### src/rtl/ctrl_pkg.sv
// rtl/ctrl_pkg.sv - shared RV32I control encodings and the decode-to-EX control bundle
package ctrl_pkg;

  localparam logic [3:0] ALU_AND  = 4'b0000;
  localparam logic [3:0] ALU_OR   = 4'b0001;
  localparam logic [3:0] ALU_ADD  = 4'b0010;
  localparam logic [3:0] ALU_XOR  = 4'b0100;
  localparam logic [3:0] ALU_SLL  = 4'b0101;
  localparam logic [3:0] ALU_SUB  = 4'b0110;
  localparam logic [3:0] ALU_SLT  = 4'b0111;
  localparam logic [3:0] ALU_SRL  = 4'b1000;
  localparam logic [3:0] ALU_SRA  = 4'b1001;
  localparam logic [3:0] ALU_SLTU = 4'b1010;

  localparam logic [2:0] SRCB_RS2   = 3'b000;
  localparam logic [2:0] SRCB_UIMM  = 3'b001;
  localparam logic [2:0] SRCB_IIMM  = 3'b010;
  localparam logic [2:0] SRCB_MEM   = 3'b011;
  localparam logic [2:0] SRCB_SHAMT = 3'b100;

  localparam logic [6:0] OP_OP    = 7'b0110011;
  localparam logic [6:0] OP_IMM   = 7'b0010011;
  localparam logic [6:0] OP_LOAD  = 7'b0000011;
  localparam logic [6:0] OP_STORE = 7'b0100011;
  localparam logic [6:0] OP_LUI   = 7'b0110111;
  localparam logic [6:0] OP_AUIPC = 7'b0010111;

  typedef struct packed {
    logic [3:0] alu_ctrl;
    logic       src_a;
    logic [2:0] src_b;
    logic       mem_to_reg;
    logic       reb;
    logic       web;
    logic       reg_write;
    logic [4:0] rd;
    logic [4:0] rs1;
    logic [4:0] rs2;
  } ctrl_bundle_t;

  // Harmless bundle: ADD, no memory access, no writeback.
  localparam ctrl_bundle_t CTRL_NOP = '{alu_ctrl: ALU_ADD, src_a: 1'b0, src_b: SRCB_RS2,
                                        mem_to_reg: 1'b0, reb: 1'b1, web: 1'b1, reg_write: 1'b0,
                                        rd: 5'd0, rs1: 5'd0, rs2: 5'd0};

endpackage

### src/rtl/ctrl_decode.sv
// rtl/ctrl_decode.sv - combinational RV32I instruction to control bundle and immediate decoder
module ctrl_decode
  import ctrl_pkg::*;
#(
  parameter int XLEN     = 32,
  parameter bit EN_UTYPE = 1'b1
) (
  input  logic [31:0]     instr,
  output ctrl_bundle_t    ctrl,
  output logic [XLEN-1:0] imm,
  output logic            illegal,
  output logic            reads_rs2,
  output logic            is_load
);

  logic [6:0]  opcode;
  logic [2:0]  f3;
  logic [6:0]  f7;
  logic [31:0] i_imm;
  logic [31:0] s_imm;
  logic [31:0] imm32;
  logic        bad;

  assign opcode = instr[6:0];
  assign f3     = instr[14:12];
  assign f7     = instr[31:25];
  assign i_imm  = {{20{instr[31]}}, instr[31:20]};
  assign s_imm  = {{20{instr[31]}}, instr[31:25], instr[11:7]};

  always_comb begin
    ctrl      = CTRL_NOP;
    ctrl.rd   = instr[11:7];
    ctrl.rs1  = instr[19:15];
    ctrl.rs2  = instr[24:20];
    imm32     = 32'd0;
    bad       = 1'b0;
    reads_rs2 = 1'b0;
    is_load   = 1'b0;
    case (opcode)
      OP_OP: begin
        ctrl.reg_write = 1'b1;
        reads_rs2      = 1'b1;
        case ({f7, f3})
          10'b0000000_000: ctrl.alu_ctrl = ALU_ADD;
          10'b0000000_001: ctrl.alu_ctrl = ALU_SLL;
          10'b0000000_010: ctrl.alu_ctrl = ALU_SLT;
          10'b0000000_011: ctrl.alu_ctrl = ALU_SLTU;
          10'b0000000_100: ctrl.alu_ctrl = ALU_XOR;
          10'b0000000_101: ctrl.alu_ctrl = ALU_SRL;
          10'b0000000_110: ctrl.alu_ctrl = ALU_OR;
          10'b0000000_111: ctrl.alu_ctrl = ALU_AND;
          10'b0100000_000: ctrl.alu_ctrl = ALU_SUB;
          10'b0100000_101: ctrl.alu_ctrl = ALU_SRA;
          default:         bad = 1'b1;
        endcase
      end
      OP_IMM: begin
        ctrl.reg_write = 1'b1;
        ctrl.src_b     = SRCB_IIMM;
        imm32          = i_imm;
        case (f3)
          3'b000: ctrl.alu_ctrl = ALU_ADD;
          3'b010: ctrl.alu_ctrl = ALU_SLT;
          3'b011: ctrl.alu_ctrl = ALU_SLTU;
          3'b100: ctrl.alu_ctrl = ALU_XOR;
          3'b110: ctrl.alu_ctrl = ALU_OR;
          3'b111: ctrl.alu_ctrl = ALU_AND;
          3'b001: begin
            ctrl.src_b    = SRCB_SHAMT;
            imm32         = {27'd0, instr[24:20]};
            ctrl.alu_ctrl = ALU_SLL;
            bad           = (f7 != 7'b0000000);
          end
          default: begin
            ctrl.src_b    = SRCB_SHAMT;
            imm32         = {27'd0, instr[24:20]};
            ctrl.alu_ctrl = (f7 == 7'b0100000) ? ALU_SRA : ALU_SRL;
            bad           = (f7 != 7'b0000000) && (f7 != 7'b0100000);
          end
        endcase
      end
      OP_LOAD: begin
        ctrl.src_b      = SRCB_MEM;
        ctrl.mem_to_reg = 1'b1;
        ctrl.reb        = 1'b0;
        ctrl.reg_write  = 1'b1;
        imm32           = i_imm;
        is_load         = 1'b1;
        bad             = (f3 == 3'b011) || (f3 == 3'b110) || (f3 == 3'b111);
      end
      OP_STORE: begin
        ctrl.src_b = SRCB_MEM;
        ctrl.web   = 1'b0;
        imm32      = s_imm;
        reads_rs2  = 1'b1;
        bad        = (f3 > 3'b010);
      end
      OP_LUI, OP_AUIPC: begin
        // rs1 is zeroed so these never look like readers of an in-flight load.
        ctrl.src_a     = (opcode == OP_AUIPC);
        ctrl.src_b     = SRCB_UIMM;
        ctrl.reg_write = 1'b1;
        ctrl.rs1       = 5'd0;
        imm32          = {instr[31:12], 12'd0};
        bad            = !EN_UTYPE;
      end
      default: bad = 1'b1;
    endcase
    if (bad) begin
      ctrl       = CTRL_NOP;
      ctrl.rd    = instr[11:7];
      ctrl.rs1   = instr[19:15];
      ctrl.rs2   = instr[24:20];
      imm32      = 32'd0;
      reads_rs2  = 1'b0;
      is_load    = 1'b0;
    end
    illegal = bad;
    imm     = XLEN'(signed'(imm32));
  end

endmodule

### src/rtl/id_ex_ctrl_pipe.sv
// rtl/id_ex_ctrl_pipe.sv - registered ID-to-EX control stage with skid, flush, load-use stall and counters
module id_ex_ctrl_pipe
  import ctrl_pkg::*;
#(
  parameter int XLEN      = 32,
  parameter bit EN_UTYPE  = 1'b1,
  parameter bit HAZARD_EN = 1'b1,
  parameter int CNT_W     = 16
) (
  input  logic             CLK,
  input  logic             RST,
  input  logic             InValid,
  output logic             InReady,
  input  logic [31:0]      Instr,
  input  logic             Flush,
  output logic             OutValid,
  input  logic             OutReady,
  output logic [3:0]       ALUControl,
  output logic             ALUSourceA,
  output logic [2:0]       ALUSourceB,
  output logic             Dmem1ALUOUT,
  output logic             DmemREB,
  output logic             DmemWEB,
  output logic             RegWrite,
  output logic [4:0]       Rd,
  output logic [4:0]       Rs1,
  output logic [4:0]       Rs2,
  output logic [XLEN-1:0]  Imm,
  output logic             Illegal,
  output logic [CNT_W-1:0] BubbleCount,
  output logic [CNT_W-1:0] IllegalCount
);

  ctrl_bundle_t    dec_ctrl, main_ctrl, skid_ctrl;
  logic [XLEN-1:0] dec_imm, main_imm, skid_imm;
  logic            dec_ill, main_ill, skid_ill;
  logic            dec_rs2, dec_load;
  logic            main_valid, skid_full, last_load;
  logic [4:0]      last_rd;
  logic            hazard, accept, pop;

  ctrl_decode #(.XLEN(XLEN), .EN_UTYPE(EN_UTYPE)) u_decode (
    .instr    (Instr),
    .ctrl     (dec_ctrl),
    .imm      (dec_imm),
    .illegal  (dec_ill),
    .reads_rs2(dec_rs2),
    .is_load  (dec_load)
  );

  assign hazard = HAZARD_EN & InValid & last_load & (last_rd != 5'd0) &
                  ((last_rd == dec_ctrl.rs1) | (dec_rs2 & (last_rd == dec_ctrl.rs2)));
  assign InReady = ~skid_full & ~Flush & ~hazard;
  assign accept  = InValid & InReady;
  assign pop     = main_valid & OutReady;

  always_ff @(posedge CLK or posedge RST) begin
    if (RST) begin
      main_valid   <= 1'b0;
      skid_full    <= 1'b0;
      last_load    <= 1'b0;
      last_rd      <= 5'd0;
      main_ctrl    <= CTRL_NOP;
      main_imm     <= '0;
      main_ill     <= 1'b0;
      skid_ctrl    <= CTRL_NOP;
      skid_imm     <= '0;
      skid_ill     <= 1'b0;
      BubbleCount  <= '0;
      IllegalCount <= '0;
    end else if (Flush) begin
      main_valid <= 1'b0;
      skid_full  <= 1'b0;
      last_load  <= 1'b0;
    end else begin
      // A full skid blocks accept, so a pop either promotes the skid or takes the new entry.
      if (pop) begin
        if (skid_full) begin
          main_ctrl <= skid_ctrl;
          main_imm  <= skid_imm;
          main_ill  <= skid_ill;
          skid_full <= 1'b0;
        end else if (accept) begin
          main_ctrl <= dec_ctrl;
          main_imm  <= dec_imm;
          main_ill  <= dec_ill;
        end else begin
          main_valid <= 1'b0;
        end
      end else if (accept) begin
        if (main_valid) begin
          skid_ctrl <= dec_ctrl;
          skid_imm  <= dec_imm;
          skid_ill  <= dec_ill;
          skid_full <= 1'b1;
        end else begin
          main_ctrl  <= dec_ctrl;
          main_imm   <= dec_imm;
          main_ill   <= dec_ill;
          main_valid <= 1'b1;
        end
      end
      if (accept) begin
        last_load <= dec_load;
        last_rd   <= dec_ctrl.rd;
      end else if (hazard) begin
        last_load <= 1'b0;
        if (BubbleCount != {CNT_W{1'b1}}) BubbleCount <= BubbleCount + 1'b1;
      end
      if (accept && dec_ill && (IllegalCount != {CNT_W{1'b1}}))
        IllegalCount <= IllegalCount + 1'b1;
    end
  end

  assign OutValid    = main_valid;
  assign ALUControl  = main_ctrl.alu_ctrl;
  assign ALUSourceA  = main_ctrl.src_a;
  assign ALUSourceB  = main_ctrl.src_b;
  assign Dmem1ALUOUT = main_ctrl.mem_to_reg;
  assign DmemREB     = main_ctrl.reb;
  assign DmemWEB     = main_ctrl.web;
  assign RegWrite    = main_ctrl.reg_write;
  assign Rd          = main_ctrl.rd;
  assign Rs1         = main_ctrl.rs1;
  assign Rs2         = main_ctrl.rs2;
  assign Imm         = main_imm;
  assign Illegal     = main_ill;

endmodule

### config.mk
export PLATFORM = sky130hd
export DESIGN_NAME = id_ex_ctrl_pipe
export DESIGN_NICKNAME = d
export VERILOG_FILES = /design/src/rtl/ctrl_pkg.sv /design/src/rtl/ctrl_decode.sv /design/src/rtl/id_ex_ctrl_pipe.sv
export SDC_FILE = /design/constraint.sdc
export NUM_CORES = 1
export LEC_CHECK = 0
export ABC_CLOCK_PERIOD_IN_PS = 5850
export CAP_MARGIN = 25
export CORE_MARGIN = 2
export CORE_UTILIZATION = 48
export CTS_CLUSTER_DIAMETER = 40
export CTS_CLUSTER_SIZE = 20
export DETAILED_ROUTE_END_ITERATION = 10
export GPL_TIMING_DRIVEN = 0
export PLACE_DENSITY_LB_ADDON = 0.25
export SYNTH_ARGS = -nofsm -noshare
export SYNTH_HDL_FRONTEND = slang
export SYNTH_SLANG_ARGS = --single-unit
### constraint.sdc
create_clock -name CLK -period 5.85 [get_ports CLK]
set_clock_uncertainty 0.15 [all_clocks]
set_input_delay 1.755 -clock CLK [delete_from_list [all_inputs] [get_ports CLK]]
set_output_delay 1.755 -clock CLK [all_outputs]
set_load 0.005 [all_outputs]
== Word-level counts from Yosys, hierarchy flattened ==
Index checks and enable logic that the tools add are counted.
Word-level totals
  output and inout bits: 94
  memory bits (writable): 0
  memories: 0
  word-level logic and storage cells: 153
  bits in read-only memories: 0
  input port bits: 37
  bits in latches: 0
  flip-flop bits (word level): 160
Cells by class
  muxes and demuxes: 49
  eq/ne operators: 30
  add/sub/neg operators: 2
  divide/modulo/power cells: 0
  bitwise operators: 14
  order comparisons: 1
  reductions and logical operators: 27
  shift operators: 0
  multiply operators: 0
Operators with widths (count)
  two-way mux 32 bit: 7
  two-way mux 27 bit: 6
  one-hot mux 32 bit (4 select lines): 1
  equality test 10 x 3 -> 1 bit (second input constant): 4
  one-hot mux 4 bit (9 select lines): 1
  adder 16 x 1 -> 16 bit (second input constant): 2
  != test 16 bit (second input constant): 2
  equality test 7 x 6 -> 1 bit (second input constant): 4
  one-hot mux 4 bit (7 select lines): 1
  two-way mux 1 bit: 26
  equality test 10 x 2 -> 1 bit (second input constant): 2
  equality test 10 x 9 -> 1 bit (second input constant): 2
  equality test 7 x 5 -> 1 bit (second input constant): 2
  AND reduction 4 bit: 3
  equality test 10 x 1 -> 1 bit (second input constant): 1
  equality test 5 bit: 2
  zero test 10 bit: 1
  OR reduction 10 bit: 1
  equality test 3 bit (second input constant): 3
  one-hot mux 3 bit (3 select lines): 1
  nonzero test 3 bit: 3
  AND 1 bit: 8
  one-hot mux 4 bit (2 select lines): 1
  equality test 7 x 2 -> 1 bit (second input constant): 1
  other kinds (24): 38

== Depth between registers and ports, before layout ==
  depth after elaboration: 16
  mapped depth: 13

== By module ==
A second synthesis with hierarchy kept.
Second synthesis, totals
  cells, all modules: 652
  area total of the unflattened synthesis: 7807.5 sq um
By module, submodules not included
  id_ex_ctrl_pipe: area each 6952.9 sq um, times used 1, cells an instance 515, seq. area each 4011.3 sq um
  ctrl_decode: area each 854.6 sq um, times used 1, cells an instance 137, seq. area each 0.0 sq um

== Worst setup path before layout ==
Ideal clock, no wire load.
  kind: in2out
  from: input Instr[6]
  to: output InReady
  data arrival time: 3082 ps
  stages: 7
  slack: 863 ps
  cells stage by stage: nand3b_1 > or4_1 > clkbuf_1 > o22a_1 > nor2_1 > a41o_1 > nor3_1
On the way
  word-level cells in the longest chain between the ends: 9
  elaborated cells on any way between the ends: 19
  those cells by class: eq/ne: 7; mux: 5; bitwise: 5; reduce/logical: 2
RTL lines
  from (decl): RTL line id_ex_ctrl_pipe.sv:14  | input logic [31:0] Instr,
  equality test 7 x 6 -> 1 bit or equality test 7 x 5 -> 1 bit (tied branches): RTL line ctrl_decode.sv:39  | case (opcode)
  OR reduction 2 bit, on equally long branches
  one-hot mux 1 bit (5 select lines) (tied with other cells): RTL line ctrl_decode.sv:39
  two-way mux 27 bit or two-way mux 1 bit (tied branches): RTL line ctrl_decode.sv:109  | if (bad) begin
  equality test 5 bit or AND 1 bit (tied branches): RTL line id_ex_ctrl_pipe.sv:52  | ((last_rd == dec_ctrl.rs1) | (dec_rs2 & (last_rd == dec_ctrl.rs2)));
  bitwise OR 1 bit (*): RTL line id_ex_ctrl_pipe.sv:52
  AND 1 bit (*): RTL line id_ex_ctrl_pipe.sv:51  | assign hazard = HAZARD_EN & InValid & last_load & (last_rd != 5'd0) &
  NOT 1 bit (*): RTL line id_ex_ctrl_pipe.sv:53  | assign InReady = ~skid_full & ~Flush & ~hazard;
  AND 1 bit (*): RTL line id_ex_ctrl_pipe.sv:53
  to (decl): RTL line id_ex_ctrl_pipe.sv:13  | output logic InReady,
Every way passes the cells marked *; elsewhere a longest branch is shown, timed or not.

== Worst setup path after layout ==
  from: input Instr[4]
  to: output InReady
The elaborated chain is that of the path after synthesis.

==> flow_summary.ini <==
[routing]
first_pass_iters = 7
drt_iter0_drc = 554
vias_per_cell = 5.59
drcViolationCount = 0
wl_per_cell_um = 17.9
final_antenna_net_count = 0
drt_wl_total_um = 20400
vias = 6379

[sta]
timing.setup.tns_ns = 0
period_share_pct = 97.1
worst_pin_slew_ns = 1.04
rsz0062_at_grt = no
slew_headroom_pct = 29.2
hold_violations = 0
fin_ws_ns = 0.169
fmax_mhz = 176
setup_viol = 0
period_minus_slack_ns = 5.68
drv_slew = 0

[grt]
grt_pass1_wl_um = 32500
antenna_found_initial = 0
first_global_vias = 6321
grt_max_degree = 42
grt_overflow = 0
track_usage_pct = 25.2

[synth]
ys_top_cells_by_count = 154 x dfrtp_1, 138 x nand2_1, 52 x o21ai_0
synth_cell_types = 62
syn_nets = 803
postSynthCellCount = 764
syn_area_per_cell_um2 = 9.89
yosys-top-cells-area = dfrtp_1 51%, nand2_1 6.9%, mux2_2 5.8%
yosysTopAreaCell = dfrtp_1
synth_edf_count = 0
yosysSeqAreaShare_pct = 53.1
synth-async-reset-ratio_pct = 100
yosys_warnings = 0
synth_top_family_by_area = simple AND/OR/NAND/NOR gates
synthXorXnorAreaFrac_pct = 4.05
ys_ff_latch = 160
yosys.area_share.adder_pct = 0.331
synth_compound_area_share_pct = 14.9
synth-simple-area-share_pct = 17.5
synth-main-ff-cell = dfrtp_1
synth.most_common_cell = dfrtp_1
synth_mux_area_share_pct = 6.60
syn_area_um2 = 7560
synthDominantCellAreaShare_pct = 51.0

[clocking]
holdBufCountCts = 0
clkSlewWorstSetupHoldPaths_ns = 0.06
cts_tree = built
clk_path_buf_depth = 2
clock_latency_ns = 0.42
cts_max_level = 4
clock-sinks = 160
cts-root-buf = clkbuf_16
cts_buffers = 17

[run]
cap_violations = 0

[placed_design]
gp_congestion = 0.956
dp_slack_ns = -0.745
dp_hpwl_um = 14800
io_buffers = 128

[floorplanning]
die_w_um = 129
initial_core_util_pct = 49.4
coreArea_um2 = 15300
io_pins = 131
dieArea_um2 = 16800
die_y_um = 129
rows = 45

[critical_path]
end_kind = output port
slowest_delay_ns = 0.55
crit_chain = clkdlybuf4s50_1, nand4b_4, or2_0, buf_2, o22ai_2, a211oi_4, a41o_1, nor3_1, clkbuf_2
cp_num_buf_inv = 3
critPathKind = input port to output port
cp_max_fo = 10
arrival_ns = 3.78
cp.required_ns = 3.94
cpMaxStageDelayCell = clkdlybuf4s50_1
critPathTopFamily = buffers and inverters
startpoint_type = input port

[hold_path]
hp-class = register to register

[power]
leakagePower_nw = 4.21
vdd_ir_drop_max_uv = 184
powerDensity_nw_per_um2 = 276

[final_layout]
fillCellCount = 1312
syn_to_final_growth_pct = 29.8
fin_nets = 956
drive_gt1_share_pct = 12.6
diodes = 0

[status]
outcome = finished clean
[cell families after synthesis]
logic type      Yosys count
mux                      43
fa+ha+maj                 2
flops                   160
compound gates          179
xor+xnor                 35
simple gates            284
buf+inv                  61
[worst min-delay path, stage by stage (launching register included)]
cell and delay (ns):
dfrtp_1 0.34, nand2_1 0.05, o21ai_0 0.06
[per-stage QoR]
step	utilization [%]	hold slack [ns]	std cells	cell area, um^2	power, W
4_1_cts	64.0	0.330	1140	9800	0.00272
3_3_place_gp	59.5	0.309	1103	9110	0.00162
5_1_grt	64.1	0.353	1141	9810	0.00282
2_1_floorplan	-	0.299	764	7560	0.00145
3_5_place_dp	60.0	0.316	1107	9190	0.00164
6_report	64.1	0.324	1141	9810	0.00271
[cell type report]
| type | instances | area (um^2) | share of cell area [%] |
|---|---|---|---|
| buffer | 48 | 220 | 2.24 |
| clock buffer | 23 | 498 | 5.07 |
| clock inverter | 9 | 81.3 | 0.829 |
| inverter | 12 | 48.8 | 0.497 |
| multi-input combinational | 543 | 3310 | 33.8 |
| sequential | 160 | 4010 | 40.9 |
| tap | 211 | 264 | 2.69 |
| timing repair buffer | 135 | 1380 | 14.0 |
[placed cells by master (no fill, tap or decap), drive strengths merged, types with 4 or more instances in the layout]
| cell type | synthesis | layout |
|---|---|---|
| clkdlybuf4s50 | 0 | 125 |
| or4 | 4 | 4 |
| nand3 | 16 | 16 |
| dfstp | 6 | 6 |
| inv | 12 | 11 |
| a22oi | 15 | 15 |
| nor2 | 40 | 40 |
| nor3 | 28 | 28 |
| a221o | 9 | 9 |
| clkinvlp | 0 | 4 |
| buf | 15 | 22 |
| nor4 | 8 | 8 |
| nand2 | 138 | 138 |
| and2 | 7 | 7 |
| mux2 | 43 | 43 |
| o22ai | 4 | 4 |
| xnor2 | 21 | 21 |
| nor2b | 4 | 4 |
| o31ai | 15 | 15 |
| and3 | 9 | 9 |
| a21oi | 45 | 45 |
| a22o | 5 | 5 |
| xor2 | 14 | 14 |
| nand4 | 10 | 10 |
| clkbuf | 34 | 57 |
| dfrtp | 154 | 154 |
| clkinv | 0 | 5 |
| or2 | 4 | 4 |
| nand2b | 8 | 8 |
| o21ai | 63 | 63 |
[state kept, by name, summed over array words and instances, names as in the netlist, 3 cells and up]
register      flops
Imm              32
skid_imm         32
skid_ctrl        27
BubbleCount      16
IllegalCount     16
Rd                5
Rs1               5
Rs2               5
last_rd           5
ALUControl        4
ALUSourceB        3
[timing repair]
item / CTS / global route
gates resized for setup: 9 / 5
pin swaps: 2 / 1
setup buffers: 2 / 1
setup endpoints to repair: 1 / 1
[routing by layer]
| metal | global-route usage [%] | wire, um | vias to the layer above |
|---|---|---|---|
| met1 | 33.8 | 8860 | 3124 |
| met5 | 0 | 0 | - |
| li1 | - | - | 2992 |
| met4 | 9.11 | 422 | 0 |
| met3 | 6.48 | 1510 | 35 |
| met2 | 39.8 | 9620 | 228 |
[power breakdown]
group	total, W	switching, W	internal, W	leakage [nW]
Clock	0.00108	0.000444	0.000640	0.281
Combinational	0.000354	0.000164	0.000190	1.79
Sequential	0.00127	0.0000693	0.00120	2.14
Total	0.00271	0.000677	0.00203	4.21
[final timing paths]
check                                start       end  slack, ns  depth (start not counted)
worst max-delay path              Instr[4]   InReady       0.17                          9
worst min-delay path               Imm[22]   Imm[22]       0.32                          2
worst max register to register  last_rd[0]  RegWrite       2.27                         10
worst min register to register     Imm[22]   Imm[22]       0.32                          2
max in group asynchronous              RST   DmemREB       3.13                          4
min in group asynchronous              RST     Rd[4]       1.58                          2
No activity file was read; power rests on OpenSTA's default activity.
